**src/rtl/nfca_rx_framer.sv**
```systemverilog
// nfca_rx_framer
//   Collects one NFC-A PICC response frame from the bit-to-byte stage into a
//   local buffer while running CRC_A over every stored full byte. Once the
//   end beat arrives, the frame is drained as a valid/ready byte stream:
//   status header, length, then the buffered bytes.
//
// Ports
//   clk, rst                 clock, synchronous active-high reset
//   rx_tvalid/tdata/tdatab   byte beat, its data and number of valid bits
//   rx_tend, rx_terr         end-of-frame beat, frame ended with an error
//   m_tvalid/tready          output byte stream handshake
//   m_tdata, m_tlast         output byte, last byte of the output frame
//   busy                     a frame is held; the controller keeps rx off
//   rx_drop                  registered pulse: a beat arrived while busy
module nfca_rx_framer #(
  parameter int DEPTH = 32
) (
  input  logic       clk,
  input  logic       rst,
  input  logic       rx_tvalid,
  input  logic [7:0] rx_tdata,
  input  logic [3:0] rx_tdatab,
  input  logic       rx_tend,
  input  logic       rx_terr,
  output logic       m_tvalid,
  input  logic       m_tready,
  output logic [7:0] m_tdata,
  output logic       m_tlast,
  output logic       busy,
  output logic       rx_drop
);

  localparam int         AW      = (DEPTH > 1) ? $clog2(DEPTH) : 1;
  localparam logic [7:0] DEPTH_B = 8'(DEPTH);

  typedef enum logic [1:0] {COLLECT, HDR, LEN, DATA} state_t;

  state_t      state, state_nxt;
  logic [7:0]  count;
  logic [7:0]  rd_idx;
  logic [15:0] crc;
  logic        err, col, ovf;
  logic [3:0]  lastbits;
  logic [7:0]  buf_mem [0:DEPTH-1];

  logic beat, has_bits, room, store, hs, last_hs, crc_ok;

  // Byte-wise CRC_A step (reflected CCITT, no final xor).
  function automatic logic [15:0] crc_a_upd(input logic [15:0] c, input logic [7:0] d);
    logic [7:0]  ch;
    logic [15:0] cw;
    ch = d ^ c[7:0];
    ch = ch ^ (ch << 4);
    cw = {8'h00, ch};
    return (c >> 8) ^ (cw << 8) ^ (cw << 3) ^ (cw >> 4);
  endfunction

  assign beat     = rx_tvalid && (state == COLLECT);
  assign has_bits = (rx_tdatab != 4'd0);
  assign room     = (count < DEPTH_B);
  assign store    = beat && has_bits && room;
  assign hs       = m_tvalid && m_tready;
  // m_tlast is only ever raised on the length byte (empty frame) or the
  // final data byte, so a handshake on it closes the frame.
  assign last_hs  = hs && m_tlast;
  assign crc_ok   = (crc == 16'h0000) && (count >= 8'd3) && (lastbits == 4'd8) &&
                    !err && !col && !ovf;

  // state register
  always_ff @(posedge clk) begin
    if (rst) state <= COLLECT;
    else     state <= state_nxt;
  end

  // next state
  always_comb begin
    state_nxt = state;
    case (state)
      COLLECT: if (beat && rx_tend) state_nxt = HDR;
      HDR:     if (hs) state_nxt = LEN;
      LEN:     if (hs) state_nxt = (count == 8'd0) ? COLLECT : DATA;
      DATA:    if (last_hs) state_nxt = COLLECT;
      default: state_nxt = COLLECT;
    endcase
  end

  // outputs
  always_comb begin
    m_tvalid = (state != COLLECT);
    busy     = (state != COLLECT);
    m_tdata  = 8'h00;
    m_tlast  = 1'b0;
    case (state)
      HDR:  m_tdata = {crc_ok, err, col, ovf, lastbits};
      LEN: begin
        m_tdata = count;
        m_tlast = (count == 8'd0);
      end
      DATA: begin
        m_tdata = buf_mem[rd_idx[AW-1:0]];
        m_tlast = (rd_idx == count - 8'd1);
      end
      default: ;
    endcase
  end

  // frame bookkeeping
  always_ff @(posedge clk) begin
    if (rst) begin
      count    <= 8'd0;
      rd_idx   <= 8'd0;
      crc      <= 16'h6363;
      err      <= 1'b0;
      col      <= 1'b0;
      ovf      <= 1'b0;
      lastbits <= 4'd0;
      rx_drop  <= 1'b0;
    end else begin
      rx_drop <= rx_tvalid && (state != COLLECT);

      if (beat) begin
        if (has_bits) begin
          if (room) begin
            count    <= count + 8'd1;
            lastbits <= rx_tdatab;
          end else begin
            ovf <= 1'b1;   // sticky until the frame is drained
          end
        end
        if (store && rx_tdatab == 4'd8) crc <= crc_a_upd(crc, rx_tdata);
        // a non-end beat carrying fewer than 8 bits marks the collision point
        if (!rx_tend && rx_tdatab != 4'd8) col <= 1'b1;
        if (rx_tend) err <= rx_terr;
      end

      if (state == LEN)     rd_idx <= 8'd0;
      else if (state == DATA && hs) rd_idx <= rd_idx + 8'd1;

      if (last_hs) begin
        count    <= 8'd0;
        crc      <= 16'h6363;
        err      <= 1'b0;
        col      <= 1'b0;
        ovf      <= 1'b0;
        lastbits <= 4'd0;
      end
    end
  end

  // frame buffer, no reset needed: count gates what is ever read back
  always_ff @(posedge clk) begin
    if (store) buf_mem[count[AW-1:0]] <= rx_tdata;
  end

endmodule

```
**config.mk**
```make
export PLATFORM = sky130hd
export DESIGN_NAME = nfca_rx_framer
export DESIGN_NICKNAME = d
export VERILOG_FILES = /design/src/rtl/nfca_rx_framer.sv
export SDC_FILE = /design/constraint.sdc
export NUM_CORES = 1
export LEC_CHECK = 0
export ABC_AREA = 1
export BUFFER_PORTS_ARGS = -buffer_cell sky130_fd_sc_hd__buf_2
export CORE_ASPECT_RATIO = 1.75
export CORE_UTILIZATION = 43
export CTS_BUF_LIST = sky130_fd_sc_hd__clkbuf_2
export DETAILED_ROUTE_END_ITERATION = 16
export MAX_ROUTING_LAYER = met4
export PLACE_DENSITY = 0.59
export SLEW_MARGIN = 30
export SYNTH_ARGS = -nofsm -noshare
export SYNTH_HDL_FRONTEND = slang
export SYNTH_SLANG_ARGS = --single-unit
```
**constraint.sdc**
```tcl
create_clock -name clk -period 3 [get_ports clk]
set_input_delay 0 -clock clk [delete_from_list [all_inputs] [get_ports clk]]
set_output_delay 0 -clock clk [all_outputs]
set_load 0.005 [all_outputs]
```
# ---- Yosys cells after proc, flatten, opt, wreduce, memory -nomap -nowiden
# Memory sizes are Yosys's and may differ from the RTL's. A register that Yosys moved wholly into a read port is not among the register bits.
# Index checks and enable logic that the tools add are counted.
dict set report op_classes {
  n_addsub 3
  order_cmp 2
  eq_ne 11
  muxes 12
  bitwise_logic 6
  reduce_logical 32
}
# operator n
set ops {}
lappend ops {{8-bit one-hot mux with 3 select lines} 1}
lappend ops {{8-bit by 1-bit adder with 8-bit output, second input constant} 2}
lappend ops {{16-bit zero test} 1}
lappend ops {{16-bit by 11-bit bitwise XOR with 16-bit output} 1}
lappend ops {{16-bit by 4-bit bitwise XOR with 16-bit output} 1}
lappend ops {{8-bit by 16-bit bitwise XOR with 16-bit output} 1}
lappend ops {{8-bit bitwise XOR} 2}
lappend ops {{1-bit logical AND} 15}
lappend ops {{2-bit two-way mux} 5}
lappend ops {{5-bit two-way mux} 2}
lappend ops {{4-bit == test, second input constant} 2}
lappend ops {{8-bit == test} 1}
lappend ops {{8-bit by 2-bit greater-or-equal comparator with 1-bit output, second input constant} 1}
lappend ops {{8-bit zero test} 1}
lappend ops {{8-bit by 6-bit less-than comparator with 1-bit output, second input constant} 1}
lappend ops {{2-bit one-hot mux with 4 select lines} 1}
lappend ops {{8-bit by 1-bit subtractor with 8-bit output, second input constant} 1}
lappend ops {{2-bit != test, second input constant} 3}
lappend ops {{2-bit AND reduction} 3}
lappend ops {{3-bit AND reduction} 2}
lappend ops {{2-bit == test, second input constant} 2}
lappend ops {{1-bit zero test} 4}
lappend ops {{4-bit != test, second input constant} 1}
lappend ops {{4-bit AND reduction} 1}
lappend ops {{other kinds (9)} 11}
dict set report word_totals {
  register_bits 42
  mem_bits_rw 256
  out_inout_bits 12
  wordCells 76
  n_memories 1
}
# name words word_bits rd rd_clocked_by_memory_dff wr line_no
set memory_table {}
lappend memory_table {buf_mem 32 8 1 1 1 44} ;# logic [7:0] buf_mem [0:DEPTH-1];

# ---- Logic depth before layout (Yosys ltp)
dict set report logic_depth {
  depth_word 7
  mapped_depth 13
  depth_no_buf 13
}

# ---- Least setup slack after synthesis
# OpenSTA, ideal clock, no wires.
dict set report synth_path {
  path_kind {register to register}
  startpoint {reg state[1]}
  endpoint {mem buf_mem[23][0] (enable)}
  setup_time_ns 0.383
  t_arrival_ns 1.843
  slack_ns 0.774
  stages_incl_launch_ff 10
  n_path_buf 0
  synth_period_minus_slack_ns 2.226
  cell_sequence {dfxtp_1 nor2_2 inv_1 nor2_4 nand3_4 inv_2 nand2_2 nor2_1 inv_1 nor3_1}
}
dict set report synth_between {
  elab_chain_cells 6
}
# item line_no
set synth_lines {}
lappend synth_lines {{start: declaration} 38} ;# state_t state, state_nxt;
lappend synth_lines {{start signal: assignment} 72} ;# else state <= state_nxt;
lappend synth_lines {{2-bit zero test} 58} ;# assign beat = rx_tvalid && (state == COLLECT);
lappend synth_lines {{1-bit logical AND} 58}
lappend synth_lines {{1-bit logical AND (2 in a row)} 61} ;# assign store = beat && has_bits && room;
lappend synth_lines {{1-bit two-way mux} 152} ;# if (store) buf_mem[count[AW-1:0]] <= rx_tdata;
lappend synth_lines {{1-bit two-way mux (not written as such)} 152}
lappend synth_lines {{end: declaration} 44}
# Every way passes these cells.

==> results.cfg <==
[floorplanning]
die_w_um = 132.0
dieHeight_um = 229.5
rows = 83
ios = 30
coreArea_um2 = 29180
dieArea_um2 = 30300
start_util_pct = 43.59

[route]
vias = 9138
drtAntennaViolNets = 0
avgViaCountPerCell = 5.475
route.detailed.drc = 1
routedWlPerCell_um = 22.60
drtPass1Iterations = 13
drt_iter0_markers = 785
drt-total-wl_um = 37710

[layout]
multi_input_area_um2 = 3596
ff_latch_area_um2 = 8637
nets = 1263
stdcell_count = 1669
fill_cells = 2597
drive_gt1_share_pct = 16.17
syn2layout_area_growth_pct = 13.83
design_area_um2 = 14480
final_util_pct = 49.62

[clocking]
clkLatencyLatePin_ns = 0.84
clockBufferDepth = 3
root_buffer = clkbuf_2
cts_made_buffers = 66
tritoncts = yes
htree_levels = 3
clock_sinks = 303
clkTransAtPathRegs_ns = 0.10

[placed_design]
port_buffers = 29
placed_area_um2 = 13420
dp_hpwl_um = 24160
routabilityCongestion = 0.9248
place_inst = 1509

[synth]
synthCells = 1114
syn_area_per_cell_um2 = 11.42
synth_fp_nets = 1138
synth_flop_cell = edfxtp_1
yosys_warnings = 0
synth.cell_area_um2 = 12720
ys_ff_latch = 303
synth-seq-area-share_pct = 67.83
async_flop_share_pct = 0
synth_edf_count = 256
synth_cell_type_count = 38

[grt]
grt_pass1_wl_um = 55940
grt_max_degree = 94
antenna_found_initial = 2
overflow = 0
first_global_vias = 9231
grt_use_total_pct = 26.11

[sta]
rsz0062_at_grt = false
setup-violations-final = 0
worstMarginPinSlew_ns = 0.8760
fin_crit_sh_pct = 94.61
finalHoldViolations = 0
fin_worst_skew_ns = 0.05244
layout_min_cycle_time_ns = 2.838
maxSlewHeadroom_pct = 41.38
max_freq_ghz = 0.3523
finalSetupTns_ns = 0
drv_slew = 0

[run]
maxCapViolations = 0

[worst_hold_path]
hold_end = ovf
hold_class = in2reg
whs_path_depth = 6
worstHoldStart = rx_tvalid

[worst_setup_path]
endpoint_kind = output pin
reg2reg_depth = 13
critical_path_class = reg2out
r2r-end = lastbits[0]
reg2reg_slack_ns = 0.20
start_kind = flip-flop
arrival_ns = 2.84
regToRegStartpoint = count[1]
critical_path.max_fanout = 28
cp.required_ns = 3.00

[run_status]
run_status = finished, violations left
violations = design-rule violations

[pwr]
ir_drop_mv = 0.4966
power_w = 0.008535
powerDensity_nw_per_um2 = 589.5
power_leakage_nw = 5.149
[routing by layer]
metal	share of wire [%]	GRT usage, %
met2	55	46.64
met3	4.9	4.405
met4	6.0	15.99
met5	0	-
met1	34	26.37
[placed cells by master (no fill, tap or decap), types with 3 or more instances in the layout]
master / instances
o221ai_1: 56
dlygate4sd3_1: 41
nor2_4: 3
a21oi_1: 33
o22ai_1: 11
inv_2: 7
or2_2: 4
nor2_1: 187
o211ai_1: 8
xnor2_1: 15
nand3_1: 61
nand4_1: 3
nand2_1: 113
buf_4: 42
edfxtp_1: 256
nor3_1: 11
clkbuf_2: 99
nor2_2: 3
inv_1: 50
xor2_1: 11
nor4_1: 5
clkinv_1: 14
ha_1: 6
dfxtp_1: 44
o21ai_0: 146
buf_2: 29
[sequential cells by signal, summed over array words and instances (netlist names), named ones only]
name and count:
lastbits 4, err 1, state 2, buf_mem 256, ovf 1, col 1, rd_idx 8, count 8
crc 16, rx_drop 1
[area by class of cell]
| type | count | share of cell area, % |
|---|---|---|
| Antenna cell | 1 | 0.01728 |
| Sequential cell | 303 | 59.65 |
| Tap cell | 382 | 3.301 |
| Timing Repair Buffer | 118 | 6.853 |
| Multi-Input combinational cell | 693 | 24.84 |
| Clock buffer | 99 | 3.422 |
| Inverter | 57 | 1.495 |
| Clock inverter | 16 | 0.4234 |
[what timing repair did]
| item | CTS | global route |
|---|---|---|
| setup buffers | 0 | 2 |
| cloned | 1 | 0 |
| endpoints found under the setup margin | 8 | 14 |
| hold buffers | 41 | 0 |
| resized for setup | 3 | 5 |
| hold endpoints to repair | 303 | 0 |
[how the worst max path moves through the flow]
stage / start / to / slack (ns) / depth (start not counted)
after global placement: count[6] / buf_mem[19][0] / 0.57 / 7
final: flip-flop / m_tdata[2] / 0.16 / 9
after global routing: flip-flop / m_tdata[5] / 0.02 / 9
after CTS: flip-flop / m_tdata[7] / 0.02 / 10
after detailed placement: count[6] / buf_mem[19][0] / 0.49 / 7
after floorplan: state[1] / buf_mem[23][0] / 0.77 / 9
[stage by stage]
step                hold WS, ns  worst slack [ns]
floorplan               0.07679            0.7737
global placement         0.2521            0.5690
detailed placement       0.2482            0.4867
CTS                     0.09701           0.01657
global route             0.1524           0.01853
finish                   0.2095            0.1616
[where the power goes]
| part | leakage (nW) | total, W | switching, W | internal, W |
|---|---|---|---|---|
| Combinational | 2.02 | 0.00137 | 0.000909 | 0.000462 |
| Clock | 0.444 | 0.00243 | 0.00156 | 0.000871 |
| Sequential | 2.69 | 0.00474 | 0.0000755 | 0.00466 |
| Total | 5.15 | 0.00854 | 0.00254 | 0.00600 |
[synth_stat cells, types with 3 or more instances]
library cell | n | area share, %
o22ai_1 | 11 | 0.54
buf_2 | 10 | 0.39
a21oi_1 | 33 | 1.3
o221ai_1 | 56 | 3.9
clkbuf_1 | 42 | 1.2
nor2_2 | 3 | 0.15
buf_6 | 5 | 0.44
nand4_1 | 3 | 0.15
nor2_1 | 187 | 5.5
xor2_1 | 11 | 0.76
nor3_1 | 11 | 0.43
dfxtp_1 | 47 | 7.4
edfxtp_1 | 256 | 60
xnor2_1 | 15 | 1.0
inv_2 | 4 | 0.12
inv_1 | 52 | 1.5
o21ai_0 | 146 | 5.7
buf_4 | 3 | 0.18
or2_2 | 4 | 0.20
ha_1 | 6 | 0.59
nand2_1 | 113 | 3.3
nand3_1 | 61 | 2.4
o211ai_1 | 8 | 0.47
nor4_1 | 5 | 0.25
nor2_4 | 3 | 0.27
[logic make-up (layout without fill, tap and decap cells)]
family	count (synthesis)	in the layout	share of synthesized area [%]
and+or+nand+nor	402	402	13.55
DFF	303	303	67.83
xor gates and xnor gates	26	26	1.790
buffers and inverters	118	290	3.964
AOI/OAI and AO/OA	259	259	12.27
other	0	1	0
adders and majority gates	6	6	0.5902
[critical path, stage by stage, from the launching register on]
cell,delay (ns)
dfxtp_4,0.44
inv_2,0.10
buf_4,0.28
o21ai_0,0.15
o221ai_1,0.29
nand3_1,0.19
nand3_1,0.20
nand3_1,0.12
nand2_1,0.07
buf_2,0.11
Note: power is estimated with default switching activity, not from simulation.
